`config.mk`:
```
export PLATFORM = sky130hd
export DESIGN_NAME = operand_fetch
export DESIGN_NICKNAME = d
export VERILOG_FILES = /design/src/rtl/operand_fetch.sv
export SDC_FILE = /design/constraint.sdc
export NUM_CORES = 1
export LEC_CHECK = 0
export BUFFER_PORTS_ARGS = -buffer_cell sky130_fd_sc_hd__buf_4
export CORE_UTILIZATION = 50
export DETAILED_ROUTE_END_ITERATION = 8
export PLACE_DENSITY_LB_ADDON = 0.12
export SYNTH_ARGS = -nofsm -noshare
export SYNTH_HDL_FRONTEND = slang
export SYNTH_SLANG_ARGS = --single-unit
```
`constraint.sdc`:
```
create_clock -name clk_in -period 15 [get_ports clk_in]
set_input_delay 3 -clock clk_in [delete_from_list [all_inputs] [get_ports clk_in]]
set_output_delay 3 -clock clk_in [all_outputs]
set_load 0.02 [all_outputs]
```
`src/rtl/operand_fetch.sv`:
```
// Operand fetch stage: drives the register-file read ports and tracks pending writes in a busy scoreboard.
// It stalls on RAW/WAW hazards and registers operands toward execute behind a valid/ready handshake.
module operand_fetch #(
  parameter int TAG_W       = 32,
  parameter int STALL_CNT_W = 16
) (
  input  logic                   clk_in,
  input  logic                   rst_in,
  input  logic                   rdy_in,
  input  logic                   in_valid,
  output logic                   in_ready,
  input  logic                   in_rs1_en,
  input  logic                   in_rs2_en,
  input  logic [4:0]             in_rs1,
  input  logic [4:0]             in_rs2,
  input  logic                   in_rd_en,
  input  logic [4:0]             in_rd,
  input  logic [TAG_W-1:0]       in_tag,
  output logic                   rf_read_flag_1,
  output logic                   rf_read_flag_2,
  output logic [4:0]             rf_reg_read_1,
  output logic [4:0]             rf_reg_read_2,
  input  logic [31:0]            rf_data_1,
  input  logic [31:0]            rf_data_2,
  input  logic                   wb_flag,
  input  logic [4:0]             wb_reg,
  output logic                   out_valid,
  input  logic                   out_ready,
  output logic [31:0]            out_op1,
  output logic [31:0]            out_op2,
  output logic                   out_rd_en,
  output logic [4:0]             out_rd,
  output logic [TAG_W-1:0]       out_tag,
  output logic [STALL_CNT_W-1:0] stall_cnt
);

  logic [31:0]            busy_q, busy_d;
  logic [31:0]            wb_hit, eff_busy;
  logic                   out_valid_q, out_valid_d;
  logic [31:0]            out_op1_q, out_op1_d;
  logic [31:0]            out_op2_q, out_op2_d;
  logic                   out_rd_en_q, out_rd_en_d;
  logic [4:0]             out_rd_q, out_rd_d;
  logic [TAG_W-1:0]       out_tag_q, out_tag_d;
  logic [STALL_CNT_W-1:0] stall_cnt_q, stall_cnt_d;
  logic                   hazard, slot_free, fire;

  // A writeback in the same cycle masks the busy bit: the regfile forwards its data.
  generate
    for (genvar gi = 0; gi < 32; gi++) begin : g_eff_busy
      assign wb_hit[gi]   = wb_flag && (wb_reg == 5'(gi));
      assign eff_busy[gi] = busy_q[gi] & ~wb_hit[gi];
    end
  endgenerate

  assign rf_read_flag_1 = in_valid & in_rs1_en;
  assign rf_read_flag_2 = in_valid & in_rs2_en;
  assign rf_reg_read_1  = in_rs1;
  assign rf_reg_read_2  = in_rs2;

  assign hazard    = (in_rs1_en & eff_busy[in_rs1]) |
                     (in_rs2_en & eff_busy[in_rs2]) |
                     (in_rd_en  & eff_busy[in_rd]);
  assign slot_free = ~out_valid_q | out_ready;
  assign in_ready  = rdy_in & ~rst_in & ~hazard & slot_free;
  assign fire      = in_valid & in_ready;

  always_comb begin
    busy_d      = busy_q;
    out_valid_d = out_valid_q;
    out_op1_d   = out_op1_q;
    out_op2_d   = out_op2_q;
    out_rd_en_d = out_rd_en_q;
    out_rd_d    = out_rd_q;
    out_tag_d   = out_tag_q;
    stall_cnt_d = stall_cnt_q;
    if (rdy_in) begin
      if (fire) begin
        out_valid_d = 1'b1;
        out_op1_d   = in_rs1_en ? rf_data_1 : 32'd0;
        out_op2_d   = in_rs2_en ? rf_data_2 : 32'd0;
        out_rd_en_d = in_rd_en;
        out_rd_d    = in_rd;
        out_tag_d   = in_tag;
      end else if (out_ready) begin
        out_valid_d = 1'b0;
      end
      // Clear first so a same-index set in this cycle takes priority.
      if (wb_flag && (wb_reg != 5'd0)) busy_d[wb_reg] = 1'b0;
      if (fire && in_rd_en && (in_rd != 5'd0)) busy_d[in_rd] = 1'b1;
      if (in_valid && hazard && !(&stall_cnt_q)) stall_cnt_d = stall_cnt_q + 1'b1;
    end
    busy_d[0] = 1'b0;
  end

  always_ff @(posedge clk_in or posedge rst_in) begin
    if (rst_in) begin
      busy_q      <= '0;
      out_valid_q <= 1'b0;
      out_op1_q   <= '0;
      out_op2_q   <= '0;
      out_rd_en_q <= 1'b0;
      out_rd_q    <= '0;
      out_tag_q   <= '0;
      stall_cnt_q <= '0;
    end else begin
      busy_q      <= busy_d;
      out_valid_q <= out_valid_d;
      out_op1_q   <= out_op1_d;
      out_op2_q   <= out_op2_d;
      out_rd_en_q <= out_rd_en_d;
      out_rd_q    <= out_rd_d;
      out_tag_q   <= out_tag_d;
      stall_cnt_q <= stall_cnt_d;
    end
  end

  assign out_valid = out_valid_q;
  assign out_op1   = out_op1_q;
  assign out_op2   = out_op2_q;
  assign out_rd_en = out_rd_en_q;
  assign out_rd    = out_rd_q;
  assign out_tag   = out_tag_q;
  assign stall_cnt = stall_cnt_q;

endmodule

```
==> impl_metrics.yaml, run 1 <==
yosys:
  synth-seq-cells: 150
  synth_flop_cell: "dfrtp_1"
  synth_cell_type_count: 62
  async_flop_share: 1.00
  synth_top_cell_area_share: 0.479
  synth.area.top_cells: "dfrtp_1 48%, o21ai_0 7.9%, nand2_1 7.6%, mux2_2 6.2%, mux4_2 2.3%"
  yosysTopAreaCell: "dfrtp_1"
  yosysWarningCount: 0
  syn_inst: 810
  seq_area_frac_synth: 0.479
  synth_edf_count: 0
  syn_nets: 936
  synth.avg_cell_area_um2: 9.67
  synth_area_mm2: 0.00784
global_routing:
  grt_overflow: 0
  antenna_found_initial: 0
  grt_pass1_vias: 6927
  grt_max_degree: 99
  grt_pass1_wl_mm: 37.0
  grt_usage: 0.299
route:
  routed_wl_mm: 23.7
  viasPerCell: 5.74
  wl_per_cell_um: 19.1
  route.vias.total: 7130
  firstDrtPassIters: 5
  drc: 0
  drt_iter0_drc: 511
  ant_nets: 0
timing:
  setup_tns_ps: 0
  setup_slack_ps: 6150
  finalSetupViolCount: 0
  rsz0062_at_grt: "false"
  max_freq_ghz: 0.113
  period_share: 0.590
  post-route-min-period_ps: 8850
  hold_viol: 0
  drv_slew: 0
  worst_slew_pin_slew_ps: 963
  slew_headroom: 0.358
  skew_ps: 11.5
hold_path:
  hold_path_class: "reg -> reg"
  hold-path-cell-count: 2
flow_run:
  cap_violations: 0
setup_path:
  endpoint_kind: "output port"
  crit_arrival_ps: 5850
  critPathSlowestCell: "o41a_1"
  cp_num_buf_inv: 2
  path_cells: "buf_4, mux2_4, a2111oi_2, a211oi_1, o41a_1, nor4b_4, nand3_1, nor2b_1, buf_4"
  crit_fanout: 19
  cp.required_ps: 12000
  worst-setup-path-type: "in -> out"
  r2r_cells: 8
  crit_top_cell: "buf_4"
  cpLargestDelayFamily: "simple AND/OR/NAND/NOR gates"
  cp-start-kind: "input pin"
  critPathMaxStageDelay_ps: 490
  worstSetupPathDepth: 9
place:
  post-place-ws_ps: 6180
  portBuffers: 256
  hpwl_mm: 17.1
  gp_congestion: 0.984
cts:
  cts_hold_buffers: 0
  cts_buffers: 17
  cts_resized: 0
  cts_max_level: 4
  cts_tree: "done"
  cts_setup_buffers: 0
  clk_latency_ps: 420
  cts_buffer_depth: 2
  root_buffer: "clkbuf_16"
  cts.sinks: 150
  clkTransAtPathRegs_ps: 60
floorplan:
  initial_core_util: 0.513
  die_w_um: 127
  num_rows: 45
  die-area_mm2: 0.0162
  io_pins: 257
  core_mm2: 0.0153
  die_h_um: 127
power:
  cellPowerDensity_mw_per_mm2: 129
  leakage_nw: 4.86
  irDropWorstVdd_uv: 130
cells_and_area:
  nNetsFinal: 1144
  final_layout_size_suffix_gt1_frac: 0.355
  fin_util: 0.677
  n_antenna_cell: 0
  syn2layout_area_growth_pct: 31.7
run_status:
  outcome: "finished clean"
-- state kept, by name (all words and copies together), names as in the netlist --
name	cells
out_op1	32
out_op2	32
out_tag	32
busy_q	31
stall_cnt	16
out_rd	5
out_rd_en	1
out_valid	1
-- logic make-up (layout without fill, tap and decap cells) --
kind of cell,count (synthesis),in the layout,share of synthesized area
and+or+nand+nor,280,280,0.177
adders and majority gates,1,1,0.00160
xor gates and xnor gates,21,21,0.0235
muxes,61,61,0.0982
buffers and inverters,84,305,0.0500
AOI/OAI and AO/OA,213,213,0.171
DFF,150,150,0.479
-- cells in the mapped netlist, types with 9 or more instances --
library cell	number
mux2i_1	9
and3_1	13
dfrtp_1	150
inv_1	15
mux2_2	43
o311ai_0	10
nor2_1	14
buf_4	11
nand3_1	29
xnor2_1	16
clkbuf_1	47
o211ai_1	10
o21ai_0	124
nand2_1	158
nand4_1	12
o21ai_2	12
-- routing by layer --
layer  track usage  wire length [µm]
met1         0.369              9360
met2         0.486             11400
met3        0.0884              2160
met4         0.134               821
met5             0                 0
-- path summary, 6_finish.rpt --
path                                  start     endpoint  slack, ps
worst max register to register   busy_q[20]   out_tag[7]      10830
worst min register to register  out_op2[16]  out_op2[16]        480
max in group asynchronous            rst_in   out_op2[3]      10900
worst min-delay path            out_op2[16]  out_op2[16]        480
worst max-delay path              in_rs1[0]     in_ready       6150
min in group asynchronous            rst_in  out_tag[20]       2660
-- cell type report --
type | instances | area [µm²]
Fill cell | 1263 | 4940
Sequential cell | 150 | 3750
Multi-Input combinational cell | 576 | 3700
Timing Repair Buffer | 258 | 1940
Clock buffer | 17 | 425
Tap cell | 211 | 264
Clock inverter | 15 | 183
Inverter | 15 | 61.3
-- power by group --
group | leakage (nW) | switching [mW] | internal [mW]
registers | 1.96 | 0.0462 | 0.475
logic | 2.60 | 0.210 | 0.159
clock network | 0.299 | 0.189 | 0.253
-- layout by cell type (no fill, tap or decap), types with 4 or more instances in the layout --
cell type,instances
a211oi_1,4
a21oi_1,4
a311oi_1,7
a31oi_1,6
and3_1,13
buf_4,258
clkbuf_16,17
dfrtp_1,150
inv_1,14
inv_6,6
inv_8,4
mux2_2,43
mux2i_1,9
mux4_2,8
nand2_1,158
nand2b_1,8
nand3_1,29
nand3b_1,5
nand4_1,12
nor2_1,14
nor3_1,4
nor4_1,5
o2111ai_1,6
o211ai_1,10
o21ai_0,124
o21ai_1,4
o21ai_2,12
o22ai_1,4
o311ai_0,10
o31ai_1,5
or3_1,4
xnor2_1,16
xor2_1,5
-- metrics by stage --
stage,hold slack [ps],cells,cell area [µm²],power [mW]
after global routing,502,1242,10300,1.39
after CTS,486,1242,10300,1.34
after global placement,463,1210,9710,0.889
after detailed placement,471,1210,9710,0.897
final,480,1242,10300,1.33
after floorplan,472,810,7840,0.717
-- worst reg2reg max path: cells and delay by family (launching register included) --
kind            cells  cell delay [ps]
buf+inv             1              730
simple gates        2             1160
mux                 2              770
compound gates      3              960
flops               1              440
No activity file was read; power rests on OpenSTA's default activity.
==> inputs of run 2 (changes only) <==
- clock period: 15 -> 8.58 ns (I/O delays scaled with it)
==> impl_metrics.yaml, run 2 (same netlist as run 1, synthesis figures left out) <==
cells_and_area:
  mostFrequentLayoutCell: "buf_4"
  seq_area_mm2: 0.00375
  fin_cells: 1242
  fin_area_mm2: 0.0103
  final_cell_mix: "258 x buf_4, 158 x nand2_1, 150 x dfrtp_1"
  syn2layout_area_growth_pct: 31.6
  final_layout_size_suffix_gt1_frac: 0.354
  n_antenna_cell: 0
  multi_input_area_mm2: 0.00370
  fillers: 1278
  nNetsFinal: 1144
setup_path:
  cp-start-kind: "input pin"
  cp.required_ps: 6860
  crit_fanout: 20
  worst-setup-path-type: "in -> out"
  cp_num_buf_inv: 2
  crit_top_cell: "buf_4"
  critPathSlowestCell: "nand3_1"
  path_cells: "buf_4, nand4bb_1, o211a_1, a2111o_1, and4_1, nor4b_4, nand3_1, nor2b_1, buf_4"
  crit_arrival_ps: 4550
  critPathMaxStageDelay_ps: 490
  endpoint_kind: "output port"
  cpLargestDelayFamily: "simple AND/OR/NAND/NOR gates"
route:
  ant_nets: 0
  drc: 0
  routed_wl_mm: 23.6
  route.vias.total: 7209
  drt_iter0_drc: 458
  viasPerCell: 5.80
  wl_per_cell_um: 19.0
  firstDrtPassIters: 5
power:
  irDropWorstVdd_uv: 214
  leakage_nw: 4.84
  report.power.total_mw: 2.29
  cellPowerDensity_mw_per_mm2: 222
floorplan:
  core_mm2: 0.0153
  die_w_um: 127
  die_h_um: 127
  io_pins: 257
  initial_core_util: 0.513
  num_rows: 45
  die-area_mm2: 0.0162
run_status:
  outcome: "finished clean"
cts:
  clk_latency_ps: 420
  cts_buffer_depth: 2
  cts_resized: 0
  cts_max_level: 4
  cts_hold_buffers: 0
  cts.sinks: 150
  cts_tree: "done"
  cts_buffers: 17
  clkTransAtPathRegs_ps: 60
  root_buffer: "clkbuf_16"
  cts_setup_buffers: 0
place:
  post-place-ws_ps: 2350
  postPlaceCellArea_mm2: 0.00971
  dp.cells: 1210
  portBuffers: 256
  gp_congestion: 0.987
  hpwl_mm: 17.1
timing:
  setup_slack_ps: 2320
  hold_viol: 0
  rsz0062_at_grt: "false"
  slew_headroom: 0.360
  post-route-min-period_ps: 6260
  max_freq_ghz: 0.160
  skew_ps: 14.4
  drv_slew: 0
  period_share: 0.730
  worst_slew_pin_slew_ps: 961
  setup_tns_ps: 0
  finalSetupViolCount: 0
global_routing:
  grt_pass1_vias: 6923
  grt_overflow: 0
  grt_pass1_wl_mm: 36.6
  grt_usage: 0.294
  grt_max_degree: 99
  antenna_found_initial: 0
hold_path:
  hold_path_class: "reg -> reg"
flow_run:
  cap_violations: 0
==> run 2: worst register-to-register path: cells and delay by family (launching register included) <==
| family | cells | cell delay [ps] |
|---|---|---|
| compound gates | 3 | 930 |
| buf+inv | 1 | 730 |
| flops | 1 | 440 |
| mux | 2 | 800 |
| simple gates | 2 | 1160 |
==> run 2: final cells by class <==
| cell class | instances | area share |
|---|---|---|
| Clock inverter | 10 | 0.0106 |
| Inverter | 15 | 0.00595 |
| Sequential cell | 150 | 0.364 |
| Tap cell | 211 | 0.0256 |
| Timing Repair Buffer | 258 | 0.188 |
| Clock buffer | 22 | 0.0470 |
| Multi-Input combinational cell | 576 | 0.359 |
==> run 2: path summary, 6_finish.rpt <==
kind | depth (start not counted) | slack [ps] | endpoint | startpoint
setup / recovery | 9 | 2320 | in_ready | wb_reg[4]
hold / removal | 2 | 480 | out_op2[7] | out_op2[7]
setup reg to reg | 8 | 4400 | out_tag[11] | busy_q[20]
hold reg to reg | 2 | 480 | out_op2[7] | out_op2[7]
max in group asynchronous | 3 | 5760 | out_op2[25] | rst_in
min in group asynchronous | 2 | 1390 | out_tag[20] | rst_in
==> run 2: layer usage <==
metal,up-vias,part of all wire,global-route usage
li1,3319,-,-
met1,3482,0.40,0.370
met2,352,0.48,0.481
met3,56,0.083,0.0791
met4,0,0.036,0.121
met5,-,0,0
==> run 2: metrics by stage <==
stage,util,hold slack [ps]
after global routing,0.676,502
after CTS,0.676,484
after global placement,0.637,463
after floorplan,-,472
final,0.676,479
after detailed placement,0.637,471
==> run 2: where the power goes <==
part / total [mW] / internal (mW) / switching [mW] / leakage [nW]
sequential: 0.911 / 0.830 / 0.0811 / 1.96
clock: 0.734 / 0.437 / 0.297 / 0.286
combinational: 0.647 / 0.278 / 0.368 / 2.60
total: 2.29 / 1.55 / 0.746 / 4.84
==> inputs of run 3 (changes only) <==
- clock period: 8.58 -> 6.3 ns (I/O delays scaled with it)
==> impl_metrics.yaml, run 3 (same netlist as run 1, synthesis figures left out) <==
cells_and_area:
  seq_area_mm2: 0.00375
  nNetsFinal: 1145
  final_layout_size_suffix_gt1_frac: 0.353
  fin_area_mm2: 0.0103
  n_antenna_cell: 0
  final_cell_mix: "258 x buf_4, 158 x nand2_1, 150 x dfrtp_1"
  fillers: 1250
  fin_util: 0.674
  multi_input_area_mm2: 0.00370
  mostFrequentLayoutCell: "buf_4"
  syn2layout_area_growth_pct: 31.3
floorplan:
  core_mm2: 0.0153
  num_rows: 45
  die-area_mm2: 0.0162
  io_pins: 257
  die_h_um: 127
  die_w_um: 127
  initial_core_util: 0.513
place:
  post-place-ws_ps: 978
  hpwl_mm: 16.6
  portBuffers: 256
  gp_congestion: 0.940
  postPlaceCellArea_mm2: 0.00973
cts:
  clk_latency_ps: 410
  cts_tree: "done"
  clkTransAtPathRegs_ps: 60
  cts_max_level: 4
  cts_buffers: 17
  cts_setup_buffers: 0
  cts_hold_buffers: 0
  root_buffer: "clkbuf_16"
  cts_buffer_depth: 2
  cts.sinks: 150
  cts_resized: 0
setup_path:
  r2r_cells: 9
  cp.required_ps: 5040
  worst-setup-path-type: "in -> out"
  cp-start-kind: "input pin"
  crit_fanout: 19
  crit_arrival_ps: 4090
  endpoint_kind: "output port"
power:
  leakage_nw: 4.83
  irDropWorstVdd_uv: 260
  cellPowerDensity_mw_per_mm2: 299
route:
  drt_iter0_drc: 505
  drc: 0
  routed_wl_mm: 23.3
  ant_nets: 0
  wl_per_cell_um: 18.7
  route.vias.total: 7146
  firstDrtPassIters: 4
  viasPerCell: 5.75
timing:
  drv_slew: 0
  post-route-min-period_ps: 5350
  worst_slew_pin_slew_ps: 949
  rsz0062_at_grt: "false"
  finalSetupViolCount: 0
  hold_viol: 0
  setup_slack_ps: 953
  setup_tns_ps: 0
  max_freq_ghz: 0.187
  period_share: 0.849
  slew_headroom: 0.367
  skew_ps: 10.5
  timing.hold.ws_ps: 477
global_routing:
  grt_usage: 0.297
  grt_max_degree: 151
  antenna_found_initial: 0
  grt_overflow: 0
  grt_pass1_wl_mm: 37.1
  grt_pass1_vias: 6922
flow_run:
  cap_violations: 0
hold_path:
  hold-path-cell-count: 2
  hold_path_class: "reg -> reg"
run_status:
  outcome: "finished clean"
-- run 3: layer usage --
| metal | track usage | share of wire | up-vias |
|---|---|---|---|
| li1 | - | - | 3335 |
| met1 | 0.380 | 0.41 | 3455 |
| met2 | 0.491 | 0.49 | 333 |
| met3 | 0.0896 | 0.086 | 23 |
| met4 | 0.0833 | 0.015 | 0 |
| met5 | 0 | 0 | - |
-- run 3: power breakdown --
part	total, mW	leakage [nW]	internal, mW	switching [mW]
clock network	0.964	0.272	0.566	0.398
registers	1.24	1.96	1.13	0.113
logic	0.874	2.60	0.381	0.493
-- run 3: cell type report --
| class | count | area share |
|---|---|---|
| Sequential cell | 150 | 0.365 |
| Clock buffer | 21 | 0.0447 |
| Clock inverter | 10 | 0.00948 |
| Tap cell | 211 | 0.0257 |
| Multi-Input combinational cell | 576 | 0.359 |
| Timing Repair Buffer | 259 | 0.190 |
| Inverter | 15 | 0.00584 |
-- run 3: path summary, 6_finish.rpt --
check	end	slack, ps	start
max in group asynchronous	out_op2[19]	4570	rst_in
hold / removal	out_op1[17]	480	out_op1[17]
setup / recovery	in_ready	950	in_rs1[0]
hold reg to reg	out_op1[17]	480	out_op1[17]
setup reg to reg	out_tag[30]	2410	busy_q[27]
min in group asynchronous	busy_q[29]	1140	rst_in
-- run 3: critical path, cell delays in order --
cell and delay, ps:
buf_4 240, mux2_4 340, a2111oi_2 350, a211oi_1 100, o41a_1 480, nor4b_4 400, nand3_1 490, nor2b_1 250
buf_4 160
-- run 3: metrics by stage --
stage                     total power [mW]  instances
final                                 3.08       1242
after global routing                  3.22       1242
after CTS                             3.10       1242
after detailed placement              2.13       1211
after global placement                2.12       1211
after floorplan                       1.71        810
